`src/rtl/ttfir_decim_pkg.sv`:
```
// Shared widths and saturation limits for the FIR output path (FIR core,
// decimator and bench all take their defaults from here).
package ttfir_decim_pkg;

    localparam int BW_IN_DEF        = 8;
    localparam int BW_OUT_DEF       = 8;
    localparam int LOG2_DEC_MAX_DEF = 3;
    localparam int GAIN_W           = 2;
    localparam int GAIN_MAX         = 3;

    function automatic int sat_max(input int bw);
        return (1 << (bw - 1)) - 1;
    endfunction

    function automatic int sat_min(input int bw);
        return -(1 << (bw - 1));
    endfunction

    // Group sum plus one rounding bit plus the largest gain shift never wraps.
    function automatic int wide_w(input int bw_in, input int log2_dec_max);
        return bw_in + log2_dec_max + 1 + GAIN_MAX;
    endfunction

endpackage

```
`src/rtl/ttfir_rnd_sat.sv`:
```
// Combinational round-half-up divide by 2^k, power-of-two gain, and
// saturation to the output width with an overflow flag.
module ttfir_rnd_sat
    import ttfir_decim_pkg::*;
#(
    parameter  int BW_in        = BW_IN_DEF,
    parameter  int BW_out       = BW_OUT_DEF,
    parameter  int LOG2_DEC_MAX = LOG2_DEC_MAX_DEF,
    localparam int KW           = $clog2(LOG2_DEC_MAX + 1),
    localparam int W            = wide_w(BW_in, LOG2_DEC_MAX)
) (
    input  logic signed [W-1:0]      s,
    input  logic        [KW-1:0]     k,
    input  logic        [GAIN_W-1:0] gain,
    output logic signed [BW_out-1:0] y,
    output logic                     ovf
);

    localparam logic signed [W-1:0] MAX_W = W'(sat_max(BW_out));
    localparam logic signed [W-1:0] MIN_W = W'(sat_min(BW_out));

    logic signed [W-1:0] bias;
    logic signed [W-1:0] rounded;
    logic signed [W-1:0] g;

    always_comb begin
        bias = '0;
        if (k != '0) begin
            bias = W'(1) <<< (k - KW'(1));
        end
        // Arithmetic shift floors, so adding half an LSB first rounds half-up.
        rounded = (s + bias) >>> k;
        g       = rounded <<< gain;

        y   = g[BW_out-1:0];
        ovf = 1'b0;
        if (g > MAX_W) begin
            y   = MAX_W[BW_out-1:0];
            ovf = 1'b1;
        end else if (g < MIN_W) begin
            y   = MIN_W[BW_out-1:0];
            ovf = 1'b1;
        end
    end

endmodule

```
`src/rtl/ttfir_decim.sv`:
```
// Accumulate-and-dump decimator behind the FIR core: averages 2^k valid
// samples, rounds, applies gain, saturates, and strobes one result per group.
module ttfir_decim
    import ttfir_decim_pkg::*;
#(
    parameter  int BW_in        = BW_IN_DEF,
    parameter  int BW_out       = BW_OUT_DEF,
    parameter  int LOG2_DEC_MAX = LOG2_DEC_MAX_DEF,
    localparam int KW           = $clog2(LOG2_DEC_MAX + 1)
) (
    input  logic                     clk,
    input  logic                     rst,
    input  logic signed [BW_in-1:0]  x_in,
    input  logic                     x_valid,
    input  logic        [KW-1:0]     dec_sel,
    input  logic        [GAIN_W-1:0] gain,
    output logic signed [BW_out-1:0] y_out,
    output logic                     y_valid,
    output logic                     ovf
);

    // Handshake: x_valid qualifies x_in on every rising edge with no
    // backpressure; y_valid is a one-cycle strobe qualifying y_out and ovf,
    // and y_out holds its last value while y_valid is low.

    localparam int ACC_W = BW_in + LOG2_DEC_MAX;
    localparam int W     = wide_w(BW_in, LOG2_DEC_MAX);
    localparam int CW    = LOG2_DEC_MAX;

    logic signed [ACC_W-1:0]  acc;
    logic        [CW-1:0]     cnt;
    logic        [KW-1:0]     k_act;

    logic        [KW-1:0]     k_sel;
    logic        [CW-1:0]     last_cnt;
    logic                     is_dump;
    logic signed [ACC_W-1:0]  x_acc;
    logic signed [W-1:0]      s_wide;
    logic signed [BW_out-1:0] y_sat;
    logic                     ovf_sat;

    always_comb begin
        k_sel = dec_sel;
        if (int'(dec_sel) > LOG2_DEC_MAX) begin
            k_sel = KW'(LOG2_DEC_MAX);
        end
    end

    always_comb begin
        last_cnt = CW'((32'd1 << k_act) - 32'd1);
        is_dump  = x_valid && (cnt == last_cnt);
        x_acc    = {{(ACC_W - BW_in){x_in[BW_in-1]}}, x_in};
        // The final sum is formed wide so the rounding add cannot wrap.
        s_wide   = {{(W - ACC_W){acc[ACC_W-1]}}, acc}
                 + {{(W - BW_in){x_in[BW_in-1]}}, x_in};
    end

    ttfir_rnd_sat #(
        .BW_in       (BW_in),
        .BW_out      (BW_out),
        .LOG2_DEC_MAX(LOG2_DEC_MAX)
    ) u_rnd_sat (
        .s   (s_wide),
        .k   (k_act),
        .gain(gain),
        .y   (y_sat),
        .ovf (ovf_sat)
    );

    always_ff @(posedge clk) begin
        if (rst) begin
            acc     <= '0;
            cnt     <= '0;
            k_act   <= k_sel;
            y_out   <= '0;
            y_valid <= 1'b0;
            ovf     <= 1'b0;
        end else if (is_dump) begin
            acc     <= '0;
            cnt     <= '0;
            k_act   <= k_sel;
            y_out   <= y_sat;
            y_valid <= 1'b1;
            ovf     <= ovf_sat;
        end else begin
            if (x_valid) begin
                acc <= acc + x_acc;
                cnt <= cnt + CW'(1);
            end
            y_valid <= 1'b0;
            ovf     <= 1'b0;
        end
    end

endmodule
```
`config.mk`:
```
export PLATFORM = sky130hd
export DESIGN_NAME = ttfir_decim
export DESIGN_NICKNAME = d
export VERILOG_FILES = /design/src/rtl/ttfir_decim_pkg.sv /design/src/rtl/ttfir_rnd_sat.sv /design/src/rtl/ttfir_decim.sv
export SDC_FILE = /design/constraint.sdc
export NUM_CORES = 1
export LEC_CHECK = 0
export BUFFER_PORTS_ARGS = -buffer_cell sky130_fd_sc_hd__buf_2
export CELL_PAD_IN_SITES_DETAIL_PLACEMENT = 1
export CELL_PAD_IN_SITES_GLOBAL_PLACEMENT = 1
export CORE_MARGIN = 8
export CORE_UTILIZATION = 45
export CTS_CLUSTER_SIZE = 16
export DETAILED_ROUTE_END_ITERATION = 6
export GPL_TIMING_DRIVEN = 0
export PLACE_DENSITY_LB_ADDON = 0.1
export SYNTH_ARGS = -nofsm -noshare
export SYNTH_HDL_FRONTEND = slang
export SYNTH_SLANG_ARGS = --single-unit
export TNS_END_PERCENT = 20
```
`constraint.sdc`:
```
create_clock -name clk -period 10.1 [get_ports clk]
set_input_delay 0 -clock clk [delete_from_list [all_inputs] [get_ports clk]]
set_output_delay 0 -clock clk [all_outputs]
set_load 0.01 [all_outputs]
```
==> flow_summary.json <==
{
  "worstPathArrival_ns": 5.65,
  "cp-start-kind": "register",
  "synth.distinct_cells": 74,
  "routed_wl_microns": 9593,
  "drt-wirelength-per-cell_microns": 17.80,
  "fin_crit_sh_pct": 54.28,
  "finalSetupViolations": 0,
  "synth-seq-cells": 26,
  "slew_headroom_pct": 49.43,
  "hold_violations": 0,
  "ir_drop_mv": 0.06389,
  "min_path_type": "primary input to register",
  "io_pins": 25,
  "crit_path_end_kind": "register",
  "cts_tree": "built",
  "drive_above_1_share_pct": 12.50,
  "dr_total_vias": 3166,
  "viasPerCell": 5.874,
  "num_antenna_cells": 0,
  "clockBufferDepth": 2,
  "firstDrtPassIters": 4,
  "drc": 0,
  "cts.repair.resized": 0,
  "syn_area_sq_um": 3368,
  "grt_max_degree": 15,
  "antenna_left": 0,
  "cp_slowest_cell": "nor2_1",
  "synth_warnings": 0,
  "synth_seq_area_share_pct": 16.05,
  "coreArea_sq_um": 7253,
  "p_per_area_nw_per_um2": 145.9,
  "worst_pin_slew_ns": 0.7571,
  "cts.sinks": 26,
  "nets": 490,
  "drtIter0Drc": 115,
  "clk_pin_slew_ns": 0.10,
  "syn_to_final_growth_pct": 9.324,
  "cts_root_buffer": "clkbuf_8",
  "cp_slowest_stage_delay_ns": 0.63,
  "grt_pass1_vias": 3427,
  "drv_cap": 0,
  "fin_tns_setup_ns": 0,
  "die_w_microns": 102.5,
  "skew_ns": 0.004684,
  "port_buffers": 21,
  "grt_pass1_wl_microns": 16530,
  "synth_async_sr_flop_share_pct": 0,
  "crit_chain": "buf_2, clkinv_1, nor2_1, fa_1, fa_1, a21oi_1, o221ai_2, buf_6, a21oi_1, xnor2_1, a2111oi_4, o211a_1, o21ai_1, a2111oi_4, nor3_2, a221o_1",
  "fmax_ghz": 0.1824,
  "die-area_sq_um": 10510,
  "grt_overflow": 0,
  "clk_latency_ns": 0.27,
  "num_rows": 31,
  "critPathBufInv": 3,
  "period_minus_slack_ns": 5.483,
  "syn_area_per_cell_sq_um": 8.175,
  "cp_max_fo": 10,
  "p_leak_nw": 1.558,
  "synth_fp_nets": 461,
  "track_usage_pct": 19.42,
  "fp.dieH_microns": 102.5,
  "routabilityCongestion": 0.8565,
  "htree_levels": 1,
  "rsz0062_at_grt": "false",
  "cpLargestDelayFamily": "compound AO/OA/AOI/OAI gates",
  "synth_flop_cell": "dfxtp_1",
  "worst_ep_required_time_ns": 10.26,
  "status": "completed",
  "start_util_pct": 46.44,
  "syn-instance-count": 412,
  "slew_viol_final": 0,
  "holdWs_ns": 0.1177,
  "dpl.hpwl_microns": 7879,
  "critPathKind": "register to register",
  "cts_buffers": 3,
  "antenna_found_initial": 0,
  "synth_edf_count": 2
}
-- worst reg2reg max path: cells and delay by family, from the launching register on --
| family | cells | cell delay, ns |
|---|---|---|
| AO/OA/AOI/OAI | 8 | 2.28 |
| XOR/XNOR | 1 | 0.24 |
| adder cells (fa/ha/maj) | 2 | 1.07 |
| buffers and inverters | 3 | 0.70 |
| flip-flops | 1 | 0.34 |
| AND/OR/NAND/NOR | 2 | 0.75 |
-- metrics by stage --
step,cells,instance area [sq um],power (mW),util (%),setup slack (ns)
2_1_floorplan,412,3368,0.3889,-,5.559
3_3_place_gp,532,3597,0.4524,49.59,4.714
3_5_place_dp,532,3597,0.4668,49.59,4.710
4_1_cts,539,3682,0.5423,50.77,4.659
5_1_grt,539,3682,0.5886,50.77,4.258
6_report,539,3682,0.5374,50.77,4.617
-- final timing paths --
check	depth (start not counted)	from	endpoint	slack (ns)
worst max register to register	16	k_act[1]	y_out[2]	4.62
worst min register to register	1	y_out[1]	y_out[1]	0.48
worst max-delay path	16	k_act[1]	y_out[2]	4.62
worst min-delay path	4	x_in[0]	acc[0]	0.12
-- cell type report --
type                            instances  area, sq um
Fill cell                             935         3571
Inverter                               32        120.1
Timing Repair Buffer                   24        135.1
Multi-Input combinational cell        331         2603
Clock buffer                            4        55.05
Buffer                                 23        105.1
Sequential cell                        26        540.5
Tap cell                               99        123.9
-- logic make-up after synthesis --
group	Yosys count	share of synthesized area, %
AO/OA/AOI/OAI	117	28.05
XOR/XNOR	20	5.758
adder cells (fa/ha/maj)	34	15.08
buffers and inverters	55	6.686
flip-flops	26	16.05
multiplexers	26	8.172
AND/OR/NAND/NOR	134	20.21
-- cell usage after synthesis, types with 4 or more instances --
cell type	count	area, sq um
xnor2_1	9	78.83
mux2i_1	23	230.2
nor3_1	8	40.04
inv_1	31	116.4
o21ai_0	20	100.1
o211ai_1	5	37.54
a31oi_1	4	25.02
ha_1	23	287.8
nand2b_1	6	37.54
a2111oi_2	4	60.06
xor2_1	10	87.58
a21oi_2	4	35.03
nand3_1	14	70.07
and3_1	4	25.02
a221o_1	5	50.05
or4_1	4	30.03
nor4_1	6	37.54
nor2_1	35	131.4
fa_1	11	220.2
a21oi_1	18	90.09
nand2_1	30	112.6
nor2b_1	4	25.02
a211oi_1	6	45.04
or2_1	4	25.02
clkbuf_1	15	56.30
dfxtp_1	24	480.5
-- per-layer routing --
metal | vias to the layer above | wire (microns) | global-route usage, %
met3 | 10 | 269 | 2.161
met5 | - | 0 | 0
li1 | 1579 | - | -
met1 | 1545 | 4235 | 22.52
met4 | 0 | 136 | 3.950
met2 | 32 | 4950 | 37.06
-- report_power, final --
group / internal, mW / switching [mW] / total (mW)
Combinational: 0.135 / 0.208 / 0.344
Sequential: 0.115 / 0.00915 / 0.124
Clock: 0.0349 / 0.0348 / 0.0697
Total: 0.285 / 0.252 / 0.537
-- cells in the final DEF (no fill, tap or decap), types with 5 or more instances in the layout --
master	Yosys	routed
fa_1	11	11
nand2b_1	6	6
nor4_1	6	6
o211ai_1	5	5
clkbuf_1	15	15
xnor2_1	9	9
buf_2	3	24
mux2i_1	23	23
inv_1	31	31
nand3_1	14	14
a21oi_1	18	18
ha_1	23	23
nor2_1	35	35
nor3_1	8	8
o21ai_0	20	20
dfxtp_1	24	24
nand2_1	30	30
a211oi_1	6	6
a221o_1	5	5
xor2_1	10	10
-- sequential cells by signal, indices dropped and copies added (netlist names) --
signal and flops:
y_valid 1, k_act 2, cnt 3, ovf 1
y_out 8, acc 11
-- timing repair --
| action | 4_1_cts | 5_1_grt |
|---|---|---|
| hold endpoints to repair | 3 | 0 |
| buffers inserted | 0 | 0 |
| hold buffers | 3 | 0 |
Power figures use the tool's default switching activity.
